## src/rtl/ts_bus_sequencer.sv

```systemverilog
// ts_bus_sequencer: arbitrates a 4-deep CPU write FIFO and a loader port onto the BDIR/BC/DO sound-block bus.
// Define TS_SEQ_FM_WAIT_EN to add fm_sel tracking and the CE-timed WAIT state after FM data writes.
module ts_bus_sequencer #(
  parameter int PULSE_LEN = 4,
  parameter int GAP_LEN   = 4,
  parameter int FM_WAIT   = 24
) (
  input  logic       CLK,
  input  logic       RESET_s,
  input  logic       CE,
  input  logic       cpu_wr,
  input  logic       cpu_a,
  input  logic [7:0] cpu_di,
  output logic       cpu_full,
  input  logic       ld_req,
  input  logic       ld_a,
  input  logic [7:0] ld_di,
  output logic       ld_ack,
  output logic       BDIR,
  output logic       BC,
  output logic [7:0] DO,
  output logic       busy
);

  if (PULSE_LEN < 3 || PULSE_LEN > 15 || GAP_LEN < 3 || GAP_LEN > 15 ||
      FM_WAIT < 1 || FM_WAIT > 255) begin : g_param_check
    $error("ts_bus_sequencer: parameter out of legal range");
  end

  typedef enum logic [1:0] {
    IDLE  = 2'd0,
    PULSE = 2'd1,
    GAP   = 2'd2
`ifdef TS_SEQ_FM_WAIT_EN
    , WAIT = 2'd3
`endif
  } state_t;

  state_t      state_q, state_d;
  logic [3:0]  cnt_q, cnt_d;
  logic        bdir_q, bdir_d;
  logic        bc_q, bc_d;
  logic [7:0]  do_q, do_d;
  logic        cur_a_q, cur_a_d;
  logic        cur_ld_q, cur_ld_d;
  logic        lock_q, lock_d;
  logic        lock_ld_q, lock_ld_d;
  logic [8:0]  fifo_q [0:3];
  logic [8:0]  fifo_d [0:3];
  logic [1:0]  wr_ptr_q, wr_ptr_d;
  logic [1:0]  rd_ptr_q, rd_ptr_d;
  logic [2:0]  count_q, count_d;
`ifdef TS_SEQ_FM_WAIT_EN
  logic        fm_sel_q, fm_sel_d;
  logic [7:0]  wait_cnt_q, wait_cnt_d;
`endif

  logic       grant_ld, grant_cpu, push, pop, cmd_write;
  logic [8:0] fifo_head;

  // A held lock pins the grant to its owner; otherwise the loader has priority.
  always_comb begin
    grant_ld  = 1'b0;
    grant_cpu = 1'b0;
    if (state_q == IDLE) begin
      if (lock_q) begin
        if (lock_ld_q) grant_ld  = ld_req;
        else           grant_cpu = (count_q != 3'd0);
      end else if (ld_req) begin
        grant_ld = 1'b1;
      end else begin
        grant_cpu = (count_q != 3'd0);
      end
    end
  end

  assign fifo_head = fifo_q[rd_ptr_q];
  assign pop       = grant_cpu;
  assign push      = cpu_wr && ((count_q != 3'd4) || pop);
  assign cmd_write = (do_q[7:3] == 5'b11111);

  always_comb begin
    state_d   = state_q;
    cnt_d     = cnt_q;
    bdir_d    = bdir_q;
    bc_d      = bc_q;
    do_d      = do_q;
    cur_a_d   = cur_a_q;
    cur_ld_d  = cur_ld_q;
    lock_d    = lock_q;
    lock_ld_d = lock_ld_q;
    fifo_d    = fifo_q;
    wr_ptr_d  = wr_ptr_q;
    rd_ptr_d  = rd_ptr_q;
    count_d   = count_q;
`ifdef TS_SEQ_FM_WAIT_EN
    fm_sel_d   = fm_sel_q;
    wait_cnt_d = wait_cnt_q;
`endif

    if (pop)  rd_ptr_d = rd_ptr_q + 2'd1;
    if (push) begin
      fifo_d[wr_ptr_q] = {cpu_a, cpu_di};
      wr_ptr_d         = wr_ptr_q + 2'd1;
    end
    case ({push, pop})
      2'b10:   count_d = count_q + 3'd1;
      2'b01:   count_d = count_q - 3'd1;
      default: count_d = count_q;
    endcase

    case (state_q)
      IDLE: begin
        if (grant_ld || grant_cpu) begin
          state_d  = PULSE;
          cnt_d    = 4'(PULSE_LEN - 1);
          bdir_d   = 1'b1;
          cur_ld_d = grant_ld;
          cur_a_d  = grant_ld ? ld_a : fifo_head[8];
          bc_d     = cur_a_d;
          do_d     = grant_ld ? ld_di : fifo_head[7:0];
        end
      end
      PULSE: begin
        if (cnt_q == 4'd0) begin
          state_d = GAP;
          cnt_d   = 4'(GAP_LEN - 1);
          bdir_d  = 1'b0;
          bc_d    = 1'b0;
        end else begin
          cnt_d = cnt_q - 4'd1;
        end
      end
      GAP: begin
        if (cnt_q != 4'd0) begin
          cnt_d = cnt_q - 4'd1;
        end else begin
          state_d = IDLE;
          // Lock and fm_sel bookkeeping happens once the bus cycle has fully completed.
          if (cur_a_q) begin
            if (!cmd_write) begin
              lock_d    = 1'b1;
              lock_ld_d = cur_ld_q;
`ifdef TS_SEQ_FM_WAIT_EN
              fm_sel_d  = (do_q[7:4] != 4'd0);
`endif
            end
          end else begin
            if (lock_q && (lock_ld_q == cur_ld_q)) lock_d = 1'b0;
`ifdef TS_SEQ_FM_WAIT_EN
            if (fm_sel_q) begin
              state_d    = WAIT;
              wait_cnt_d = 8'(FM_WAIT);
            end
`endif
          end
        end
      end
`ifdef TS_SEQ_FM_WAIT_EN
      WAIT: begin
        if (CE) begin
          wait_cnt_d = wait_cnt_q - 8'd1;
          if (wait_cnt_q == 8'd1) state_d = IDLE;
        end
      end
`endif
      default: state_d = IDLE;
    endcase
  end

  always_ff @(posedge CLK or posedge RESET_s) begin
    if (RESET_s) begin
      state_q   <= IDLE;
      cnt_q     <= '0;
      bdir_q    <= 1'b0;
      bc_q      <= 1'b0;
      do_q      <= '0;
      cur_a_q   <= 1'b0;
      cur_ld_q  <= 1'b0;
      lock_q    <= 1'b0;
      lock_ld_q <= 1'b0;
      wr_ptr_q  <= '0;
      rd_ptr_q  <= '0;
      count_q   <= '0;
      for (int i = 0; i < 4; i++) fifo_q[i] <= '0;
`ifdef TS_SEQ_FM_WAIT_EN
      fm_sel_q   <= 1'b0;
      wait_cnt_q <= '0;
`endif
    end else begin
      state_q   <= state_d;
      cnt_q     <= cnt_d;
      bdir_q    <= bdir_d;
      bc_q      <= bc_d;
      do_q      <= do_d;
      cur_a_q   <= cur_a_d;
      cur_ld_q  <= cur_ld_d;
      lock_q    <= lock_d;
      lock_ld_q <= lock_ld_d;
      wr_ptr_q  <= wr_ptr_d;
      rd_ptr_q  <= rd_ptr_d;
      count_q   <= count_d;
      fifo_q    <= fifo_d;
`ifdef TS_SEQ_FM_WAIT_EN
      fm_sel_q   <= fm_sel_d;
      wait_cnt_q <= wait_cnt_d;
`endif
    end
  end

  assign BDIR     = bdir_q;
  assign BC       = bc_q;
  assign DO       = do_q;
  assign cpu_full = (count_q == 3'd4);
  assign busy     = (state_q != IDLE) || (count_q != 3'd0);
  assign ld_ack   = grant_ld && !RESET_s;

endmodule

```

## config.mk

```make
export PLATFORM = sky130hd
export DESIGN_NAME = ts_bus_sequencer
export DESIGN_NICKNAME = d
export VERILOG_FILES = /design/src/rtl/ts_bus_sequencer.sv
export SDC_FILE = /design/constraint.sdc
export NUM_CORES = 1
export LEC_CHECK = 0
export CAP_MARGIN = 0
export CORE_ASPECT_RATIO = 2
export CORE_UTILIZATION = 45
export DETAILED_ROUTE_END_ITERATION = 12
export DONT_BUFFER_PORTS = 1
export GPL_ROUTABILITY_DRIVEN = 0
export HOLD_SLACK_MARGIN = 0.1
export PLACE_DENSITY_LB_ADDON = 0.25
export SETUP_SLACK_MARGIN = 0.15
export SYNTH_ARGS = -nofsm -noshare
export SYNTH_HDL_FRONTEND = slang
export SYNTH_SLANG_ARGS = --single-unit
```

## constraint.sdc

```tcl
create_clock -name CLK -period 5.3 [get_ports CLK]
set_clock_uncertainty 0.2 [all_clocks]
set_input_delay 1.06 -clock CLK [delete_from_list [all_inputs] [get_ports CLK]]
set_output_delay 1.06 -clock CLK [all_outputs]
set_load 0.05 [all_outputs]
```

## Word level (Yosys, flattened, before mapping)

Index checks and enable logic that the tools add are counted.

| word-level totals | value |
|---|---|
| input port bits | 23 |
| bits in registers | 63 |

| cells by class | value |
|---|---|
| reductions and logical operators | 23 |
| magnitude comparators | 3 |
| muxes and demuxes | 33 |
| bitwise logic cells | 4 |
| $add $sub $neg | 5 |
| eq/ne operators | 13 |

Operator list:

| operator | count |
|---|---|
| $bwmux 36 | 1 |
| $mux 9 | 3 |
| $bmux 9 s2 | 1 |
| $demux 9 s2 | 1 |
| $mux 1 | 15 |
| $mux 4 | 3 |
| $pmux 4 s3 | 1 |
| $reduce_and 3->1 | 3 |
| $mux 8 | 1 |
| $ne 2x2->1 const B | 4 |
| $reduce_and 4->1 | 2 |
| $reduce_bool 2->1 | 4 |
| $ge 3x3->1 const B | 2 |
| $mux 2 | 3 |
| $not 2->3 | 2 |
| $pmux 2 s3 | 1 |
| $pmux 3 s2 | 1 |
| $reduce_bool 3->1 | 2 |
| $eq 5x5->1 const B | 1 |
| $add 2x1->2 const B | 2 |
| $eq 2x1->1 const B | 2 |
| $eq 2x2->1 const B | 2 |
| $logic_and 1x1->1 | 4 |
| $logic_not 4->1 | 1 |
| 15 further kinds | 19 |

## Logic depth before layout (Yosys ltp)

Gate-level depths: netlist of the first run.

| logic depth | value |
|---|---|
| depth in word-level cells | 8 |
| depth in mapped cells | 12 |

## Worst setup path before layout of the first run

No wires, ideal clock.

| timing | value |
|---|---|
| path type | input to output |
| start | input port ld_req |
| end | output port ld_ack |
| path buffers | 0 |
| arrival | 2.261 ns |
| cell stages on the path | 2 |
| setup slack | 1.779 ns |
| data required time | 4.040 ns |
| path through | nand2_1 > nor3_1 |

| between the ends | value |
|---|---|
| word-level cells in the longest chain between the ends | 4 |
| elaborated cells on any way between the ends | 5 |

Ends and longest elaborated chain:

| what | line | text |
|---|---|---|
| start: declaration | 15 | `input logic ld_req,` |
| $mux 1 (on tied branches) | 69, 67 |  |
| $mux 1 * | 66 | `if (lock_q) begin` |
| $mux 1 * | 65 | `if (state_q == IDLE) begin` |
| $logic_and 1x1->1 * | 216 | `assign ld_ack = grant_ld && !RESET_s;` |
| end: declaration | 18 | `output logic ld_ack,` |

Every way passes the cells marked *; elsewhere a longest branch is shown, timed or not.

## Final worst setup path of the first run

| timing | value |
|---|---|
| start | register count_q[0] |
| end | register count_q[2] |

| between the ends | value |
|---|---|
| word-level cells in the longest chain between the ends | 8 |
| elaborated cells on any way between the ends | 14 |

Ends and longest elaborated chain:

| what | line | text |
|---|---|---|
| start: declaration | 52 | `logic [2:0] count_q, count_d;` |
| start signal: assignment | 202 | `count_q <= count_d;` |
| $reduce_bool 3->1 | 68, 72 |  |
| $mux 1 (on tied branches) | 69, 67 |  |
| $mux 1 | 66 |  |
| $mux 1 | 65 |  |
| $logic_or 1x1->1 | 79 | `assign push = cpu_wr && ((count_q != 3'd4) \|\| pop);` |
| $logic_and 1x1->1 | 79 |  |
| $eq 2x1->1 / $eq 2x2->1 (equally long branches) | 106 | `case ({push, pop})` |
| $pmux 3 s2 / $reduce_bool 2->1 (equally long branches) | - |  |

Several ways; a longest one is shown, not always the timed one.
A chain may end at the register's enable or synchronous reset.

==> metrics.txt, run 1 <==
status completed; commonest cells after routing, fill and taps aside 63 x dfrtp_1, 41 x mux2_2, 22 x nand2_1; r2r startpoint count_q[0]$_DFFE_PP0P_; Area contributors post-synth dfrtp_1 50%, mux2_2 15%, mux4_2 6.5%; cts hold-fix bufs 0; arrival time at the worst endpoint 3190 ps; Final Hold Viols 0; reg2reg end count_q[2]$_DFFE_PP0P_; static leakage 1.49 nW; RSZ-0062 raised after global routing no; Clock Latency Late Sink 330 ps; Worst-Margin Slew 1010 ps; Power Density 706 nW/um^2; Detailed Routing Iterations Pass 1 3; TritonCTS clock tree built; vias 1903; Seq cells post-synth 63; final setup vio count 0; # DRC 0; initial core utilization 0.469; Non-Filler Instances 343; Setup crit start kind flip-flop; Worst Reg-to-Reg Cells 9; Peak Freq 318 MHz; sequential area share after synthesis 0.504; DP Area 3230 sq um; area grow syn2layout 11.1%; CTS clock-pin slew for the worst setup and hold paths 50 ps; vias in the first global route 2018; Placed Cells 329; EDFF count, synth 0; Worst Setup EP count_q[2]$_DFFE_PP0P_; CTS Sinks 63; post-CTS resize count 0; port bufs 0; Crit Path Category flip-flop to flip-flop; Fillers 608; Slew Limit Headroom 0.327; most common cell after layout, fill and taps aside dfrtp_1; Period minus WS final 3140 ps; flop2flop setup slack 2160 ps; vias per cell 5.55; synth unique cells 43; top_reg_cell synth dfrtp_1; Peak VDD IR 0.000304 V; Syn. warnings 0; diode count 0; Critical Path Start count_q[0]$_DFFE_PP0P_; Num CTS Buffers 9; chip width 60.9 microns; fin crit share 0.593; post-route cell area 3470 sq um; Crit Path Max Fanout 5; Detailed Route Iter0 Violations 114; Min Hold Slack 298 ps; first-pass GRT wire length 9870 microns; io pins 36; Post-Synthesis Cells 245; clk root buf clkbuf_16; Final TNS setup 0 ps; Final nets 287; GRT Util Overall 0.195; Post-CTS Setup Bufs 0; GRT overflow 0; Max Slew Vio Count 0; per-cell routed wire length 17.7 microns; Max Cap Viol 0; type of the worst min-delay path flip-flop to flip-flop; Routed WL 6070 microns; Syn Nets 280; Clock Tree Buf Depth 2; # rows 42; H-tree levels 3; FFs w/ async S/R, synth 1.00; worst path required time 5350 ps; die height 120 microns; post-synth top area share 0.504; Mapped Avg Cell Area 12.8 sq um; area leader, netlist dfrtp_1; core area 6670 sq um; largest net degree at the start of global routing 64; die area 7310 sq um; Netlist Area Pre-Place 3130 sq um; antenna-violating nets left 0; initial antenna violation count 0; share of cells above drive strength 1 0.290; HPWL after detailed placement 4260 microns; Setup crit end kind flip-flop
-- metrics by stage --
stage,total power [mW],setup WS [ps],utilization
floorplan,1.77,1780,-
global placement,1.94,1880,0.484
detailed placement,1.98,1810,0.484
CTS,2.49,2130,0.520
global route,2.62,1990,0.520
finish,2.45,2160,0.520
-- state kept, by name, summed over array words and instances (netlist names), 2 cells and up --
signal,count
fifo_q,36
DO,8
cnt_q,4
count_q,3
rd_ptr_q,2
state_q,2
wr_ptr_q,2
-- logic make-up after synthesis --
family | count (synthesis) | share of synthesized area
AOI/OAI and AO/OA | 31 | 0.0672
DFF | 63 | 0.504
adders and majority gates | 12 | 0.0504
buffers and inverters | 18 | 0.0240
and+or+nand+nor | 54 | 0.0900
xor gates and xnor gates | 7 | 0.0196
muxes | 60 | 0.244
-- worst min-delay path by stage --
stage                           start                endpoint  slack, ps  cells past startpoint
3_5_place_dp   fifo_q[11]$_DFFE_PP0P_  fifo_q[11]$_DFFE_PP0P_        290                      1
5_1_grt        fifo_q[17]$_DFFE_PP0P_  fifo_q[17]$_DFFE_PP0P_        310                      1
3_3_place_gp   count_q[2]$_DFFE_PP0P_  count_q[2]$_DFFE_PP0P_        280                      1
4_1_cts        count_q[2]$_DFFE_PP0P_  count_q[2]$_DFFE_PP0P_        300                      1
6_report       fifo_q[17]$_DFFE_PP0P_  fifo_q[17]$_DFFE_PP0P_        300                      1
2_1_floorplan  count_q[2]$_DFFE_PP0P_  count_q[2]$_DFFE_PP0P_        270                      1
-- area by class of cell --
| class | count | area [sq um] | area share |
|---|---|---|---|
| clock buffers | 12 | 236 | 0.0681 |
| clock inverters | 2 | 10.0 | 0.00288 |
| inverters | 12 | 45.0 | 0.0130 |
| multi-input cells | 164 | 1480 | 0.426 |
| flip-flops and latches | 63 | 1580 | 0.454 |
| well taps | 88 | 110 | 0.0317 |
| repair buffers | 2 | 15.0 | 0.00432 |
-- report_power, final --
group	internal, mW	switching, mW
registers	0.725	0.333
clock network	0.309	0.189
logic	0.484	0.412
total	1.52	0.934
-- synth_stat cells, types with 2 or more instances --
cell       count
dfrtp_1       63
mux2_2        41
nand2_1       22
inv_1         12
o21ai_0       12
ha_1          11
mux2i_1       10
mux4_2         9
nor2_1         5
a21oi_1        4
nand3_1        4
nor2_2         4
xnor2_1        4
buf_2          3
nor2b_1        3
nor3_1         3
xor2_1         3
a221o_1        2
clkbuf_1       2
nor3b_1        2
o2bb2ai_1      2
o31ai_1        2
or3_1          2
-- worst max-delay path, stage by stage, from the launching register on --
cell	delay, ps
dfrtp_1	430
nor3b_2	780
a21boi_2	450
or2b_2	210
ha_1	180
inv_1	60
fa_1	370
xor2_1	150
nor2_1	110
xor2_1	140
-- layer usage --
metal | wire [microns] | global-route usage | vias to the layer above
met4 | 167 | 0.115 | 0
met3 | 247 | 0.0485 | 9
met5 | 0 | 0 | -
met2 | 3270 | 0.332 | 35
met1 | 2390 | 0.208 | 965
li1 | - | - | 894
Power figures use the tool's default switching activity.
==> inputs of run 2 (changes only) <==
--- a/config.mk
+++ b/config.mk
@@ -5,6 +5,7 @@
 export SDC_FILE = /design/constraint.sdc
 export NUM_CORES = 1
 export LEC_CHECK = 0
+export ABC_AREA = 1
 export CAP_MARGIN = 0
 export CORE_ASPECT_RATIO = 2
 export CORE_UTILIZATION = 45
==> constraint.sdc (replaced) <==
create_clock -name CLK -period 2.7 [get_ports CLK]
set_clock_uncertainty 0.2 [all_clocks]
set_input_delay 0.54 -clock CLK [delete_from_list [all_inputs] [get_ports CLK]]
set_output_delay 0.54 -clock CLK [all_outputs]
set_load 0.05 [all_outputs]
==> metrics.txt, run 2 <==
Area contributors post-synth dfrtp_1 47%, nand2_1 14%, o21ai_2 6.0%; worst path required time 1960 ps; type of the worst min-delay path primary input to flip-flop; top_reg_cell synth dfrtp_1; post-synth top area share 0.466; Sw Share 0.445; commonest cells after routing, fill and taps aside 126 x nand2_1, 63 x dfrtp_1, 30 x nor2_1; Post-Synthesis Cells 396; die height 125 microns; GRT overflow 0; Clock Tree Buf Depth 2; Power Density 1480 nW/um^2; clk root buf clkbuf_16; DR top layer met4; Crit Path Max Fanout 6; sequential area share after synthesis 0.466; synth unique cells 32; CTS clock-pin slew for the worst setup and hold paths 50 ps; Detailed Routing Iterations Pass 1 5; arrival time at the worst endpoint 1720 ps; Mapped Avg Cell Area 8.55 sq um; CTS Sinks 63; Detailed Route Iter0 Violations 125; Clock Latency Late Sink 340 ps; Slew Limit Headroom 0.595; Max Cap Viol 0; Comb power frac 0.427; Non-Filler Instances 501; Worst-Margin Slew 607 ps; Setup crit end kind output port; Peak Freq 406 MHz; fin crit share 0.912; Syn. warnings 0; Net Sw Power 2.49 mW; hold endpoint wr_ptr_q[0]$_DFFE_PP0P_; final core utilization 0.521; area leader, netlist dfrtp_1; r2r startpoint state_q[0]$_DFFE_PP0P_; Peak VDD IR 0.000594 V; initial core utilization 0.466; first-pass GRT wire length 12200 microns; Final TNS setup 0 ps; vias per cell 5.07; met2 WL 4090 microns; per-cell routed wire length 14.8 microns; Synth top cells by count 127 x nand2_1, 63 x dfrtp_1, 30 x nor2_1, 29 x inv_1, 25 x nand3_1; EDFF count, synth 0; Worst Reg-to-Reg Cells 10; static leakage 1.89 nW; H-tree levels 3; Final Hold Viols 0; die area 7890 sq um; # DRC 0; Most flops, register fifo_q; RSZ-0062 raised after global routing no; Final nets 439; Setup crit start kind flip-flop; HPWL after detailed placement 5260 microns; Min Hold Slack 206 ps; antenna-violating nets left 0; most frequent cell after synthesis nand2_1; initial antenna violation count 0; Netlist Area Pre-Place 3380 sq um; core area 7270 sq um; diode count 0; Hold Path Origin cpu_wr; chip width 63.3 microns; status completed; Internal Power 3.10 mW; Placed Cells 484; Crit Path Category flip-flop to output port; metal3 WL 279 microns; GRT Util Overall 0.206; Period minus WS final 2460 ps; TritonCTS clock tree built; Num CTS Buffers 9; Seq cells post-synth 63; port bufs 0; reg2reg end count_q[2]$_DFFE_PP0P_; Syn Nets 431; Post-CTS Setup Bufs 0; flop2flop setup slack 370 ps; Worst Hold Depth 2; DP Area 3450 sq um; power share of the sequential group 0.347; post-route cell area 3790 sq um; Max Slew Vio Count 0; share of cells above drive strength 1 0.181; vias 2540; max reg flops 36; Clock power frac 0.225; # rows 44; final setup vio count 0; largest net degree at the start of global routing 30; M1 wire length 2800 microns; area grow syn2layout 11.9%; most common cell after layout, fill and taps aside nand2_1; FFs w/ async S/R, synth 1.00; io pins 36; vias in the first global route 2487; Routed WL 7410 microns
## run 2: per-stage QoR
step	worst slack, ps	power [mW]
floorplan	155	3.86
global placement	385	4.26
detailed placement	356	4.34
CTS	163	5.63
global route	174	6.01
finish	237	5.59
## run 2: final cells by class
class | count | area [sq um]
multi-input cells | 284 | 1550
fillers | 699 | 3480
inverters | 36 | 138
clock inverters | 3 | 65.1
clock buffers | 13 | 260
flip-flops and latches | 63 | 1580
well taps | 92 | 115
repair buffers | 10 | 77.6
## run 2: worst max-delay path by stage
stage                                       from                     end
final                     state_q[0]$_DFFE_PP0P_                  ld_ack
after global routing      state_q[1]$_DFFE_PP0P_                  ld_ack
after CTS                 state_q[0]$_DFFE_PP0P_                  ld_ack
after detailed placement  state_q[0]$_DFFE_PP0P_  count_q[2]$_DFFE_PP0P_
after global placement    state_q[0]$_DFFE_PP0P_  count_q[2]$_DFFE_PP0P_
after floorplan           state_q[0]$_DFFE_PP0P_                  ld_ack
## run 2: worst max-delay path, cell delays in order, from the launching register on
cell	delay (ps)
dfrtp_1	400
inv_1	120
ha_2	250
buf_4	170
nand3_2	130
nor2_1	110
buf_4	200
## run 2: cell families (layout without fill, tap and decap cells)
group	after synthesis	after routing	share of synthesized area
and+or+nand+nor	205	205	0.279
DFF	63	63	0.466
AOI/OAI and AO/OA	62	62	0.119
buffers and inverters	49	62	0.0765
adders and majority gates	12	12	0.0466
xor gates and xnor gates	5	5	0.0129
## run 2: routing by layer
layer	vias to the layer above	track usage
met2	51	0.364
li1	1283	-
met4	0	0.0976
met3	13	0.0577
met1	1193	0.218
met5	-	0
## run 2: power by group through the flow
stage / Sequential (mW) / Combinational (mW) / Clock (mW)
2_1_floorplan: 1.88 / 1.98 / 0
3_3_place_gp: 1.93 / 2.33 / 0
3_5_place_dp: 1.95 / 2.39 / 0
4_1_cts: 1.94 / 2.41 / 1.28
5_1_grt: 2.00 / 2.70 / 1.31
6_report: 1.94 / 2.39 / 1.26
## run 2: what timing repair did
action,CTS,global route
gates resized for setup,0,1
setup endpoints to repair,0,1
hold buffers,1,0
endpoints found under the hold margin,27,0
==> inputs of run 3 (changes only) <==
--- a/config.mk
+++ b/config.mk
@@ -5,7 +5,6 @@
 export SDC_FILE = /design/constraint.sdc
 export NUM_CORES = 1
 export LEC_CHECK = 0
-export ABC_AREA = 1
 export CAP_MARGIN = 0
 export CORE_ASPECT_RATIO = 2
 export CORE_UTILIZATION = 45
@@ -15,6 +14,7 @@
 export HOLD_SLACK_MARGIN = 0.1
 export PLACE_DENSITY_LB_ADDON = 0.25
 export SETUP_SLACK_MARGIN = 0.15
+export SKIP_LAST_GASP = 1
 export SYNTH_ARGS = -nofsm -noshare
 export SYNTH_HDL_FRONTEND = slang
 export SYNTH_SLANG_ARGS = --single-unit
==> metrics.txt, run 3 (synthesis results as in run 1) <==
status completed; Worst Hold Depth 2; most common cell after layout, fill and taps aside dfrtp_1; share of cells above drive strength 1 0.342; Non-Filler Instances 357; type of the worst min-delay path primary input to flip-flop; Period minus WS final 2390 ps; diode count 0; Internal Power 3.20 mW; Final Hold Viols 0; Comb power frac 0.388; vias 1942; Hold Path Origin ld_di[5]; hold endpoint DO[5]$_DFFE_PP0P_; Num CTS Buffers 9; final worst slack 306 ps; # rows 42; HPWL after detailed placement 4470 microns; Final nets 300; Placed Cells 341; # DRC 0; Setup crit start kind flip-flop; critical path cell sequence inv_2, ha_4, buf_4, nand2_1, nor3_2, buf_6; post-route cell area 3650 sq um; final setup vio count 0; port bufs 0; Worst-Margin Slew 549 ps; TritonCTS clock tree built; Worst Reg-to-Reg Cells 9; initial core utilization 0.469; post-layout total power 5.09 mW; fin crit share 0.887; Clock Tree Buf Depth 2; H-tree levels 3; CTS clock-pin slew for the worst setup and hold paths 50 ps; area grow syn2layout 16.9%; GR peak layer met2; Post-CTS Setup Bufs 0; GRT Util Overall 0.198; Fillers 590; GRT overflow 0; die area 7310 sq um; commonest cells after routing, fill and taps aside 63 x dfrtp_1, 41 x mux2_2, 22 x nand2_1; flop2flop setup slack 340 ps; Crit path max-delay family buffers and inverters; Peak Freq 418 MHz; Max Cap Viol 0; r2r startpoint count_q[0]$_DFFE_PP0P_; worst path required time 1960 ps; Routed WL 6200 microns; chip width 60.9 microns; arrival time at the worst endpoint 1650 ps; static leakage 1.58 nW; pre-CTS WS 257 ps; Detailed Route Iter0 Violations 104; die height 120 microns; vias per cell 5.44; Bufs and invs on worst path 3; met2 Use GR 0.330; DP Area 3350 sq um; initial antenna violation count 0; first-pass GRT wire length 9980 microns; RSZ-0062 raised after global routing no; Detailed Routing Iterations Pass 1 4; max reg flops 36; Power Density 1390 nW/um^2; largest net degree at the start of global routing 40; Clock Latency Late Sink 330 ps; Slew Limit Headroom 0.633; Setup crit end kind output port; io pins 36; crit-path max cell delay 390 ps; CP max-delay cell dfrtp_1; Net Sw Power 1.89 mW; grt met1 use 0.212; per-cell routed wire length 17.4 microns; core area 6670 sq um; Crit Path Category flip-flop to output port; Max Slew Vio Count 0; CTS Sinks 63; Peak VDD IR 0.000859 V; Clock power frac 0.214; Crit Path Max Fanout 8; reg2reg end count_q[2]$_DFFE_PP0P_; GR Layer Usage met3 0.0722; clk root buf clkbuf_16; vias in the first global route 2048; Final TNS setup 0 ps; power share of the sequential group 0.399; Sw Share 0.372; Most flops, register fifo_q; antenna-violating nets left 0
[run 3: cell count changes in the layout (fill, tap and decap cells not counted), moves of 19 or more]
cell / delta
mux2_2: +41
o21ai_2: -23
nand3_1: -21
inv_1: -19
o21ai_1: -21
nand2_1: -104
nor2_1: -25
[run 3: worst max-delay path by stage]
stage / start / endpoint / depth (start not counted) / slack, ps
6_report: state_q[0]$_DFFE_PP0P_ / ld_ack / 6 / 310
5_1_grt: count_q[0]$_DFFE_PP0P_ / busy / 2 / 180
4_1_cts: state_q[0]$_DFFE_PP0P_ / ld_ack / 6 / 190
3_5_place_dp: state_q[0]$_DFFE_PP0P_ / count_q[2]$_DFFE_PP0P_ / 10 / 260
3_3_place_gp: ld_req / count_q[2]$_DFFE_PP0P_ / 10 / 320
2_1_floorplan: count_q[0]$_DFFE_PP0P_ / count_q[2]$_DFFE_PP0P_ / 9 / 7
[run 3: per-stage QoR]
step	hold slack (ps)	utilization
after floorplan	275	-
after global placement	283	0.502
after detailed placement	292	0.502
after CTS	122	0.546
after global routing	122	0.548
final	133	0.548
[run 3: power by group through the flow]
stage               sequential (mW)  combinational, mW  clock, mW
global route                   2.10               2.17       1.16
detailed placement             2.05               1.97          0
global placement               2.03               1.92          0
floorplan                      1.92               1.58          0
CTS                            2.04               1.98       1.12
finish                         2.03               1.97       1.09
[run 3: per-layer routing]
layer  part of all wire  up-vias
li1                   -      927
met1               0.40      965
met2               0.53       41
met3              0.051        9
met4              0.023        0
met5                  0        -
[run 3: what timing repair did]
item	in CTS	in global routing
hold endpoints to repair	24	0
hold buffers	1	0
setup endpoints to repair	1	1
cloned	0	0
gates resized for setup	1	4
[run 3: area by class of cell]
| type | instances | area, sq um | share of cell area |
|---|---|---|---|
| clock buffers | 11 | 233 | 0.0637 |
| clock inverters | 4 | 47.5 | 0.0130 |
| inverters | 12 | 45.0 | 0.0123 |
| multi-input cells | 164 | 1510 | 0.414 |
| flip-flops and latches | 63 | 1580 | 0.431 |
| well taps | 88 | 110 | 0.0301 |
| repair buffers | 15 | 131 | 0.0359 |
